### config.mk
export PLATFORM = sky130hd
export DESIGN_NAME = score_ram_arbiter
export DESIGN_NICKNAME = d
export VERILOG_FILES = /design/src/rtl/score_ram_arbiter.sv
export SDC_FILE = /design/constraint.sdc
export NUM_CORES = 1
export LEC_CHECK = 0
export CAP_MARGIN = 40
export CORE_ASPECT_RATIO = 0.5
export CORE_MARGIN = 5
export CORE_UTILIZATION = 30
export CTS_CLUSTER_DIAMETER = 40
export DETAILED_ROUTE_END_ITERATION = 8
export PLACE_DENSITY = 0.65
export SYNTH_ARGS = -nofsm -noshare
export SYNTH_HDL_FRONTEND = slang
export SYNTH_SLANG_ARGS = --single-unit
### constraint.sdc
create_clock -name clk -period 1.4 [get_ports clk]
set_input_delay 0.28 -clock clk [delete_from_list [all_inputs] [get_ports clk]]
set_output_delay 0.28 -clock clk [all_outputs]
set_load 0.02 [all_outputs]
### src/rtl/score_ram_arbiter.sv
// Two-requester arbiter in front of a single-port score RAM with a fixed read latency.
// Define SCORE_ARB_ROUNDROBIN_EN for round-robin tie-breaking; otherwise req0 wins ties.
module score_ram_arbiter #(
  parameter int ADDR_W = 5,
  parameter int DATA_W = 14,
  parameter int RD_LAT = 2
) (
  input  logic              clk,
  input  logic              rst,
  input  logic              req0,
  input  logic              req1,
  input  logic              we0,
  input  logic              we1,
  input  logic [ADDR_W-1:0] addr0,
  input  logic [ADDR_W-1:0] addr1,
  input  logic [DATA_W-1:0] wdata0,
  input  logic [DATA_W-1:0] wdata1,
  output logic              gnt0,
  output logic              gnt1,
  output logic              done0,
  output logic              done1,
  output logic [DATA_W-1:0] rdata,
  output logic [ADDR_W-1:0] ram_addr,
  output logic [DATA_W-1:0] ram_data,
  output logic              ram_wren,
  input  logic [DATA_W-1:0] ram_q,
  output logic              busy,
  output logic [2:0]        o_state
);

  typedef enum logic [2:0] {
    IDLE    = 3'd0,
    ISSUE   = 3'd1,
    WAIT    = 3'd2,
    CAPTURE = 3'd3,
    DONE    = 3'd4
  } state_t;

  // Last value the wait counter reaches before CAPTURE; unused when RD_LAT is 1.
  localparam logic [1:0] WAIT_LAST = (RD_LAT > 1) ? 2'(RD_LAT - 2) : 2'd0;

  state_t              r_state;
  logic                r_owner;
  logic                r_we;
  logic [1:0]          r_wait_cnt;
  logic [ADDR_W-1:0]   r_ram_addr;
  logic [DATA_W-1:0]   r_ram_data;
  logic                r_ram_wren;
  logic [DATA_W-1:0]   r_rdata;
  logic                r_done0;
  logic                r_done1;
  logic                w_idle;
  logic                w_any;
  logic                w_win1;

  assign w_idle = (r_state == IDLE);
  assign w_any  = req0 | req1;

`ifdef SCORE_ARB_ROUNDROBIN_EN
  logic r_last;
  // On a tie the requester that was not served last wins.
  assign w_win1 = req1 & (~req0 | ~r_last);
`else
  assign w_win1 = req1 & ~req0;
`endif

  // Grant is a Mealy pulse in the IDLE cycle where the request is sampled.
  assign gnt0 = rst & w_idle & req0 & ~w_win1;
  assign gnt1 = rst & w_idle & w_win1;

  assign done0    = r_done0;
  assign done1    = r_done1;
  assign rdata    = r_rdata;
  assign ram_addr = r_ram_addr;
  assign ram_data = r_ram_data;
  assign ram_wren = r_ram_wren;
  assign busy     = ~w_idle;
  assign o_state  = r_state;

  always_ff @(posedge clk or negedge rst) begin
    if (!rst) begin
      r_state    <= IDLE;
      r_owner    <= 1'b0;
      r_we       <= 1'b0;
      r_wait_cnt <= 2'd0;
      r_ram_addr <= '0;
      r_ram_data <= '0;
      r_ram_wren <= 1'b0;
      r_rdata    <= '0;
      r_done0    <= 1'b0;
      r_done1    <= 1'b0;
`ifdef SCORE_ARB_ROUNDROBIN_EN
      r_last     <= 1'b1;
`endif
    end else begin
      r_ram_wren <= 1'b0;
      r_done0    <= 1'b0;
      r_done1    <= 1'b0;
      case (r_state)
        IDLE: begin
          if (w_any) begin
            r_owner    <= w_win1;
            r_we       <= w_win1 ? we1 : we0;
            r_ram_addr <= w_win1 ? addr1 : addr0;
            r_ram_data <= w_win1 ? wdata1 : wdata0;
            r_ram_wren <= w_win1 ? we1 : we0;
`ifdef SCORE_ARB_ROUNDROBIN_EN
            r_last     <= w_win1;
`endif
            r_state    <= ISSUE;
          end
        end
        ISSUE: begin
          if (r_we) begin
            r_done0 <= ~r_owner;
            r_done1 <= r_owner;
            r_state <= DONE;
          end else begin
            r_wait_cnt <= 2'd0;
            r_state    <= (RD_LAT == 1) ? CAPTURE : WAIT;
          end
        end
        WAIT: begin
          if (r_wait_cnt == WAIT_LAST) begin
            r_state <= CAPTURE;
          end else begin
            r_wait_cnt <= r_wait_cnt + 2'd1;
          end
        end
        CAPTURE: begin
          r_rdata <= ram_q;
          r_done0 <= ~r_owner;
          r_done1 <= r_owner;
          r_state <= DONE;
        end
        DONE: begin
          r_state <= IDLE;
        end
        default: begin
          r_state <= IDLE;
        end
      endcase
    end
  end

endmodule

* Word-level counts from Yosys, hierarchy flattened *
Index checks and enable logic that the tools add are counted.

word-level totals
  bits in registers = 43

operators by class
  muxes and demuxes = 16
  reduce and logical (&&, ||, !) cells = 6
  equal/unequal tests = 7
  bitwise operators = 10
  add/subtract/negate cells = 1

operator list
  operator                                                         count
  14-bit 2-to-1 mux                                                1
  3-bit case mux with 4 select lines                               1
  3-bit 2-to-1 mux                                                 3
  3-bit by 2-bit == test with 1-bit output, second input constant  2
  2-bit != test, second input constant                             3
  1-bit bitwise AND                                                5
  1-bit 2-to-1 mux                                                 5
  5-bit 2-to-1 mux                                                 1
  2-bit 2-to-1 mux                                                 2
  1-bit NOT                                                        4
  1-bit case mux with 2 select lines                               2
  2-bit case mux with 2 select lines                               1
  2-bit AND reduction                                              2
  3-bit by 1-bit == test with 1-bit output, second input constant  1
  3-bit zero test                                                  1
  3-bit AND reduction                                              1
  2-bit by 1-bit adder with 2-bit output, second input constant    1
  2-bit zero test                                                  1
  2-bit by 1-bit != test with 1-bit output, second input constant  1
  2-bit nonzero test                                               1
  1-bit bitwise OR                                                 1

* Longest topological paths before layout *
Gate-level depths: netlist of the first run.

  word-level depth = 5
  depth in mapped cells = 5
  gate-level depth less buffers = 5

* Worst setup path after synthesis of the first run *
No wires, ideal clock.

  kind = register to register
  from = reg r_state[1], in the netlist o_state[1]
  to = reg r_ram_data[3], in the netlist ram_data[3]
  setup time = 125 ps
  buffers on the path = 1
  path slack = -164 ps
  arrival time = 1440 ps
  clock period less this slack = 1564 ps
  stages on the path, launching flop included = 5
  cells stage by stage = dfrtp_1 -> nor3_4 -> o21a_4 -> buf_6 -> mux2_2

on the way
  longest elaborated chain between the ends = 2

RTL lines
  item                           RTL line  RTL
  start: declaration             42        state_t r_state;
  start signal: assignment       120       r_state <= (RD_LAT == 1) ? CAPTURE : WAIT;
  3-bit zero test                99        case (r_state)
  2-bit AND reduction (no line)  --
  end signal: assignment         105       r_ram_data <= w_win1 ? wdata1 : wdata0;
  end: declaration               47        logic [DATA_W-1:0] r_ram_data;

No other way between the ends.
A chain may end at the register's enable or synchronous reset.

* Worst setup path after layout of the first run *
  from = reg r_state[0], in the netlist o_state[0]
  to = out gnt1

on the way
  longest elaborated chain between the ends = 3

RTL lines
  item                            RTL line  RTL
  3-bit zero test                 56        assign w_idle = (r_state == IDLE);
  1-bit bitwise AND (2 in a row)  69        assign gnt1 = rst & w_idle & w_win1;
  end: declaration                19        output logic gnt1,

No other way between the ends.

==> results by stage, run 1 <==
Die:
- The area of the core is 0.006569 mm².
- The starting utilization of the core area is 30.40%.
- The die is 125.4 µm wide.
- 100 I/O pins were placed.
- The vertical extent of the die is between 60 and 70 µm.
- The die covers roughly 0.0085 mm².
- The initialized floorplan defines 21 standard-cell rows.

Setup path:
- Tracing the worst setup path back leads to its startpoint at o_state[0]$_DFFE_PN0P_.
- The critical path endpoint category is an output pin.
- At the worst endpoint, the required time is 1.12 ns.
- The critical path launch point type is a flop.
- The startpoint of the worst-slack reg-to-reg timing path is o_state[0]$_DFFE_PN0P_.
- The top fanout value on the critical path is 4.
- By startpoint and endpoint, the worst setup path is classified as flop to output pin.
- Data arrives at the worst endpoint at 1.28 ns.

Pwr:
- The portion of total power attributed to sequential cells is 30.0%.
- Combinational logic burns 55.4% of the power.
- The total power density per cell area is about 2100 mW/mm².
- VDD sags by at most 0.0007200 V.
- Of the total power, the share spent switching nets is between 30% and 40%.
- In this run the power spent charging and discharging nets is about 2.6 mW.
- The internal portion of the total power is approximately 4.7 mW.
- Summed over all cells, the static leakage comes to 1.678 nW.
- Of the total power, the clock network draws 14.6%.

Synth:
- The portion of synthesized cell area occupied by the leading cell type is a little over half.
- For this run, the leading register cell type out of synthesis is sky130_fd_sc_hd__dfrtp_1.
- The post-synth design cell area is 0.001997 mm².
- By area the synthesized netlist is led by sky130_fd_sc_hd__dfrtp_1 (54%), sky130_fd_sc_hd__mux2_2 (24%), sky130_fd_sc_hd__mux2_4 (8.3%).
- The number of storage elements in the synthesis netlist is 43.
- The synthesized netlist net count is roughly 190.
- The number of synthesized flops with an enable pin is 0.
- The largest total area in the synthesized netlist belongs to sky130_fd_sc_hd__dfrtp_1.
- For this run, asynchronously set or reset flops after synthesis account for 100.0%.
- The post-synthesis cell type count is 23.
- During synthesis, Yosys emitted a total of 0 warnings.
- In the synthesized netlist, the number of instances is 132.
- Summing the sequential cell areas from Yosys gives 53.88% of the chip area.
- Averaged over all synthesized cells, the footprint is 15.13 µm².

Layout:
- 0 antenna diodes ended up in the layout.
- The library cell used most frequently in the layout, excluding fill and tap cells, is sky130_fd_sc_hd__clkdlybuf4s50_1.
- The relative area change from synthesis to final layout is 77.07%.
- The finished layout cell area is 0.003536 mm².
- The number of nets in the layout is between 300 and 400.
- In the layout the commonest cells are sky130_fd_sc_hd__clkdlybuf4s50_1 (54), sky130_fd_sc_hd__dfrtp_1 (40), sky130_fd_sc_hd__dlygate4sd2_1 (38).
- The finished layout holds approximately 350 standard cells, fillers aside.
- The filler cells instantiated in the layout total approximately 590.
- Of the cells placed in the final design, the portion with a size suffix greater than 1 is 40.15%.

Routing:
- The aggregate routed wire length is between 5000 and 6000 µm.
- The detailed router's first-iteration violation count is 46.
- In the routed layout, each cell is associated on average with a via count of between 4 and 5.
- The detail route stage leaves a number of antenna-violating nets equal to 0.
- The detailed-route wire length per cell is 15.56 µm.
- For this run, design rule violations remaining after detail routing come to 0.
- The first detailed-routing pass ran for 4 iterations.
- The final route contains 1500 vias.

Global routing:
- Global routing finished with a remaining overflow of 0.
- For this run, the total global-route usage over all layers was measured as 12.54%.
- The initial antenna violation count came to 0.
- The global-route wire length before repair is 8273 µm.
- The via count of the first global-routing pass was 1618.
- The maximum number of pins on one net before global-route repair is 32.

STA:
- The number of hold violations in the final report is 0.
- The maximum clock skew at final layout is 0.002542 ns.
- The part of the cycle the worst path needs is 111.5%.
- For the pin with the worst max-slew slack, the measured transition is 0.3962 ns.
- In this run the tightest slew margin relative to its limit is 73.59%.
- Once routing completed, OpenROAD measured the worst setup slack at -0.1605 ns.
- The maximum frequency from static timing analysis is 640.8 MHz.
- The count of final max-slew check failures was 0.
- Setup repair after global routing could not meet its margin everywhere.
- The setup violation total in the final timing report is 37.
- For the finished layout, the period the worst path requires is 1.560 ns.

Clocking:
- The maximum buffer depth of the clock tree is 2.
- Clock tree synthesis found a total of 43 sinks.
- The number of buffers created by CTS is 5.
- The cell at the root of the clock tree is sky130_fd_sc_hd__clkbuf_16.
- The clock tree from TritonCTS is yes.
- The deepest level of the CTS H-tree is 2.
- The clock network latency to the later pin of the worst-skew pair is 0.28 ns.
- The clock-pin slew on the worst setup and hold paths is around 0.060 ns.

Placement:
- The instance area after placement is 0.003299 mm².
- The total placed cells including tap cells is 337.
- The number of buffers added on ports is 99.
- The final weighted congestion in routability-driven placement is approximately 0.74.
- The detailed placement HPWL is about 4100 µm.

Min path:
- The kind of path behind the tightest hold check is input pin to async pin.

Outcome:
- The checks that failed: setup timing.
- The flow ran to the end, but the final reports show violations.

Job:
- The number of max-cap violations is 0.
-- sequential cells by signal, indices dropped and copies added, names as in the netlist --
name        flops
r_we            1
r_wait_cnt      2
ram_data       14
done1           1
rdata          14
ram_wren        1
ram_addr        5
r_owner         1
o_state         3
done0           1
-- metal layers --
| layer | global-route usage (%) | vias to the layer above | wire length [µm] |
|---|---|---|---|
| li1 | - | 721 | - |
| met1 | 14.16 | 747 | 2099 |
| met2 | 24.33 | 25 | 3110 |
| met3 | 2.607 | 7 | 177 |
| met4 | 4.054 | 0 | 72 |
| met5 | 0 | - | 0 |
-- worst paths after layout --
check / to / depth (start not counted) / slack [ns]
worst min register to register: done0$_DFF_PN0_ / 1 / 0.45
min in group clk: done0$_DFF_PN0_ / 1 / 0.45
worst max-delay path: gnt1 / 4 / -0.16
worst min-delay path: ram_data[11]$_DFFE_PN0P_ / 2 / 0.06
worst max register to register: ram_data[1]$_DFFE_PN0P_ / 5 / -0.16
max in group asynchronous: o_state[2]$_DFFE_PN0P_ / 3 / 0.72
-- repair_timing --
| action | CTS | global route |
|---|---|---|
| pin swaps | 2 | 2 |
| setup buffers | 3 | 2 |
| hold endpoints to repair | 12 | 0 |
| resized for setup | 71 | 9 |
| setup endpoints to repair | 78 | 40 |
| gates cloned | 1 | 1 |
| hold buffers | 1 | 0 |
-- layout make-up --
type                    instances  area (µm²)  share of cell area [%]
flip-flops and latches         43        1080                   30.54
inverters                       5       18.77                  0.5308
repair buffers                126        1249                   35.32
well taps                      92       115.1                   3.255
clock buffers                   6       128.9                   3.645
multi-input cells              79       944.7                   26.72
-- worst max-delay path: stages, from the launching register on --
cell                      delay, ns
sky130_fd_sc_hd__dfrtp_2       0.42
sky130_fd_sc_hd__nor3_4        0.25
sky130_fd_sc_hd__nand2_1       0.10
sky130_fd_sc_hd__nor2_2        0.10
sky130_fd_sc_hd__buf_4         0.14
-- power groups by stage --
stage,clock network [mW],logic (mW),registers [mW]
after CTS,1.11,3.96,2.20
after global routing,1.17,4.28,2.27
after detailed placement,0,4.22,2.22
after floorplan,0,1.60,2.91
final,1.07,4.04,2.19
after global placement,0,4.16,2.20
-- cells in the mapped netlist (2+ instances only) --
master and instances:
sky130_fd_sc_hd__a21oi_1 3, sky130_fd_sc_hd__buf_6 3, sky130_fd_sc_hd__mux2i_1 4, sky130_fd_sc_hd__nor2b_1 3
sky130_fd_sc_hd__mux2_4 11, sky130_fd_sc_hd__nor2_1 3, sky130_fd_sc_hd__mux2_2 42, sky130_fd_sc_hd__clkbuf_8 2
sky130_fd_sc_hd__dfrtp_1 43, sky130_fd_sc_hd__inv_1 5
-- cells by family after synthesis --
group           share of synthesized area, %
mux                                    33.96
buf+inv                                4.010
flops                                  53.88
fa+ha+maj                             0.6265
simple gates                           5.577
compound gates                         1.942
-- through the flow --
step | setup WS (ns) | TNS, ns | power, mW | util, % | hold slack (ns)
CTS | -0.1694 | -3.743 | 7.268 | 52.93 | 0.06948
finish | -0.1605 | -4.012 | 7.300 | 53.83 | 0.05581
global route | -0.2236 | -6.107 | 7.720 | 53.83 | 0.1089
floorplan | -0.09963 | -1.742 | 4.514 | - | -0.01559
detailed placement | -0.4815 | -10.12 | 6.435 | 50.23 | 0.2697
global placement | -0.4568 | -9.133 | 6.363 | 50.23 | 0.2608
No activity file was read; power rests on OpenSTA's default activity.
==> run 2: changes to the inputs <==
HOLD_SLACK_MARGIN = 0.05   (was default)
PLACE_DENSITY = 0.68   (was 0.65)
==> results by stage, run 2 (same netlist as run 1, synthesis figures left out) <==
Global routing:
- The met3 global-route usage is 3.712% (was 2.607%).
- The global-route wire length before repair is 8397 µm (was 8273 µm).
- The initial antenna violation count is 0 (unchanged).
- The maximum number of pins on one net before global-route repair is 35 (was 32).
- The residual overflow from global routing came to 0 (unchanged).
- The met2 demand-to-capacity share in global routing came to 21.86% (was 24.33%).
- The layer with the highest usage is met2 (unchanged).
- The global routing met1 resource utilization is 15.24% (was 14.16%).
- The aggregate global-route resource usage was 12.39% (was 12.54%).
- The via count of the first global-routing pass is 1628 (was 1618).

Routing:
- The number of search-and-repair iterations in the first detailed-routing pass came to 4 (unchanged).
- The detailed router's first-iteration violation count is 41 (was 46).
- The mean number of vias per cell is 4.167 (was 4.274).
- The count of antenna-violating nets left after detailed routing is 0 (unchanged).
- The detailed-route wire length per cell is 15.26 µm (was 15.56 µm).
- The aggregate routed wire length is 5387 µm (was 5460 µm).
- The total via count in the routed design is 1471 (was 1500).
- The number of DRC violations after detailed routing is 0 (unchanged).

Pwr:
- The switching component of the power is 2.590 mW (was 2.564 mW).
- The internal power summed over all cells is 4.812 mW (was 4.735 mW).
- The clock group share of total power came to 15.7% (was 14.6%).
- The combinational share of power is 54.7% (was 55.4%).
- The total power consumption of the routed design is 7.402 mW (was 7.300 mW).
- The leakage power summed over all cells is 1.681 nW (was 1.678 nW).
- The maximum vdd drop is 0.0006729 V (was 0.0007200 V).
- The net switching share of the total power was 34.99% (was 35.13%).
- The portion of total power attributed to sequential cells is 29.6% (was 30.0%).
- The total power density per cell area is 2083 mW/mm² (was 2064 mW/mm²).

STA:
- The final critical path time including I/O delays and setup is 1.530 ns (was 1.560 ns).
- The worst slew slack as a fraction of its limit is 71.13% (was 73.59%).
- The maximum clock skew at final layout is 0.01006 ns (was 0.002542 ns).
- RSZ-0062 raised after global routing: yes (unchanged).
- The count of final max-slew check failures is 0 (unchanged).
- The number of hold violations in the final report is 0 (unchanged).
- The part of the cycle the worst path needs is 109.3% (was 111.5%).
- The slew at the pin with the worst max-slew slack was 0.4330 ns (was 0.3962 ns).
- The maximum frequency from static timing analysis is 653.4 MHz (was 640.8 MHz).
- The setup violation total in the final timing report is 38 (was 37).
- The worst-case setup margin in the final layout was -0.1304 ns (was -0.1605 ns).

Setup path:
- The critical path endpoint category is an output pin (unchanged).
- The top fanout value on the critical path came to 4 (unchanged).
- The required time at the endpoint of the critical path is 1.12 ns (about the same).
- The startpoint of the worst-slack reg-to-reg timing path is o_state[2]$_DFFE_PN0P_ (was o_state[0]$_DFFE_PN0P_).
- The critical path data arrival time came to 1.25 ns (was 1.28 ns).
- The critical path start-end classification is flop to output pin (unchanged).
- The critical path launch point type is a flop (unchanged).
- The slack of the worst reg-to-reg path is -0.13 ns (was -0.16 ns).
- The endpoint of the lowest-slack register-to-register path is ram_data[0]$_DFFE_PN0P_ (was ram_data[1]$_DFFE_PN0P_).
- The number of cells on the worst reg-to-reg path came to 5 (unchanged).

Layout:
- The most frequent standard cell in the layout excluding fill and tap cells is sky130_fd_sc_hd__clkdlybuf4s50_1 (unchanged).
- The total inserted antenna cells is 0 (unchanged).
- The number of nets in the layout came to 319 (unchanged).
- The layout cell share with drive strength beyond 1 came to 41.76% (was 40.15%).
- The relative area change from synthesis to final layout is 77.94% (was 77.07%).
- Commonest non-fill, non-tap cells in the layout: sky130_fd_sc_hd__clkdlybuf4s50_1 (54), sky130_fd_sc_hd__dfrtp_1 (40), sky130_fd_sc_hd__dlygate4sd2_1 (38) (unchanged).
- The count of non-filler cells in the finished layout was 353 (was 351).
- The final core utilization is 54.10% (was 53.83%).

Die:
- The die width is 125.4 µm (unchanged).
- The area of the die is 0.008487 mm² (unchanged).
- The number of top-level design ports is 100 (unchanged).
- The area of the core is 0.006569 mm² (unchanged).
- The vertical extent of the die was 67.69 µm (unchanged).
- The standard-cell row count is 21 (unchanged).
- The starting utilization of the core area came to 30.40% (unchanged).

Job:
- The number of max-cap violations is 0 (unchanged).

Clocking:
- The number of buffers created by CTS came to 5 (unchanged).
- The clock-pin slew on the worst setup and hold paths was 0.07 ns (was 0.06 ns).
- The deepest level of the CTS H-tree is 2 (unchanged).
- The clock network latency to the later pin of the worst-skew pair came to 0.28 ns (about the same).
- The cell at the root of the clock tree is sky130_fd_sc_hd__clkbuf_16 (unchanged).
- The maximum buffer depth of the clock tree was 2 (unchanged).
- The clock tree from TritonCTS is yes (unchanged).
- The TritonCTS sink count came to 43 (unchanged).

Placement:
- The total placed cells including tap cells is 337 (unchanged).
- The number of buffers added on ports is 99 (unchanged).
- The detailed placement HPWL was 3964 µm (was 4093 µm).
- The final weighted congestion in routability-driven placement came to 0.7564 (was 0.7420).

Outcome:
- Failing checks: setup timing (unchanged).
- Result of the run: finished, violations left (unchanged).

Min path:
- The kind of path behind the tightest hold check is input pin to async pin (unchanged).
-- run 2: what timing repair did --
item                                    in CTS  in global routing
setup buffers                                1                  5
endpoints found under the hold margin        9                  0
resized for setup                           71                 17
endpoints found under the setup margin      78                 41
hold buffers                                 1                  0
gates cloned                                 0                  1
pin swaps                                    1                  6
-- run 2: stage by stage --
stage	instance area, µm²	setup TNS [ns]	setup slack (ns)	hold WS (ns)
2_1_floorplan	2074	-1.742	-0.09963	-0.01559
3_3_place_gp	3299	-10.13	-0.4736	0.2598
3_5_place_dp	3299	-11.66	-0.5123	0.2615
4_1_cts	3426	-3.218	-0.1434	0.1025
5_1_grt	3553	-6.116	-0.2138	0.1361
6_report	3553	-3.620	-0.1304	0.07915
-- run 2: routing by layer --
layer | wire, µm | vias up
met5 | 0 | -
met2 | 2815 | 35
li1 | - | 715
met3 | 214 | 6
met1 | 2278 | 715
met4 | 78 | 0
-- run 2: power groups by stage --
stage / Combinational [mW] / Clock [mW] / Sequential, mW
2_1_floorplan: 1.60 / 0 / 2.91
3_3_place_gp: 4.15 / 0 / 2.18
3_5_place_dp: 4.18 / 0 / 2.21
4_1_cts: 3.87 / 1.20 / 2.18
5_1_grt: 4.31 / 1.25 / 2.28
6_report: 4.05 / 1.16 / 2.19
-- run 2: critical path, stage by stage (launching register included) --
cell and delay, ns:
sky130_fd_sc_hd__dfrtp_2 0.43, sky130_fd_sc_hd__nor3_4 0.22, sky130_fd_sc_hd__and3_1 0.20, sky130_fd_sc_hd__buf_6 0.12
-- run 2: layout make-up --
| class | instances | area, µm² |
|---|---|---|
| sequential | 43 | 1080 |
| clock inverter | 1 | 5.005 |
| clock buffer | 7 | 142.6 |
| fill | 577 | 3015 |
| multi-input combinational | 79 | 967.2 |
| inverter | 5 | 18.77 |
| timing repair buffer | 126 | 1225 |
| tap | 92 | 115.1 |
-- run 2: worst max path at each step --
stage | start | endpoint | slack [ns] | cells after the start
after floorplan | o_state[1]$_DFFE_PN0P_ | ram_addr[0]$_DFFE_PN0P_ | -0.1 | 4
after global placement | req0 | gnt1 | -0.47 | 4
after detailed placement | req0 | ram_data[8]$_DFFE_PN0P_ | -0.51 | 5
after CTS | o_state[0]$_DFFE_PN0P_ | gnt1 | -0.14 | 4
after global routing | o_state[2]$_DFFE_PN0P_ | gnt0 | -0.21 | 3
final | o_state[2]$_DFFE_PN0P_ | gnt0 | -0.13 | 3
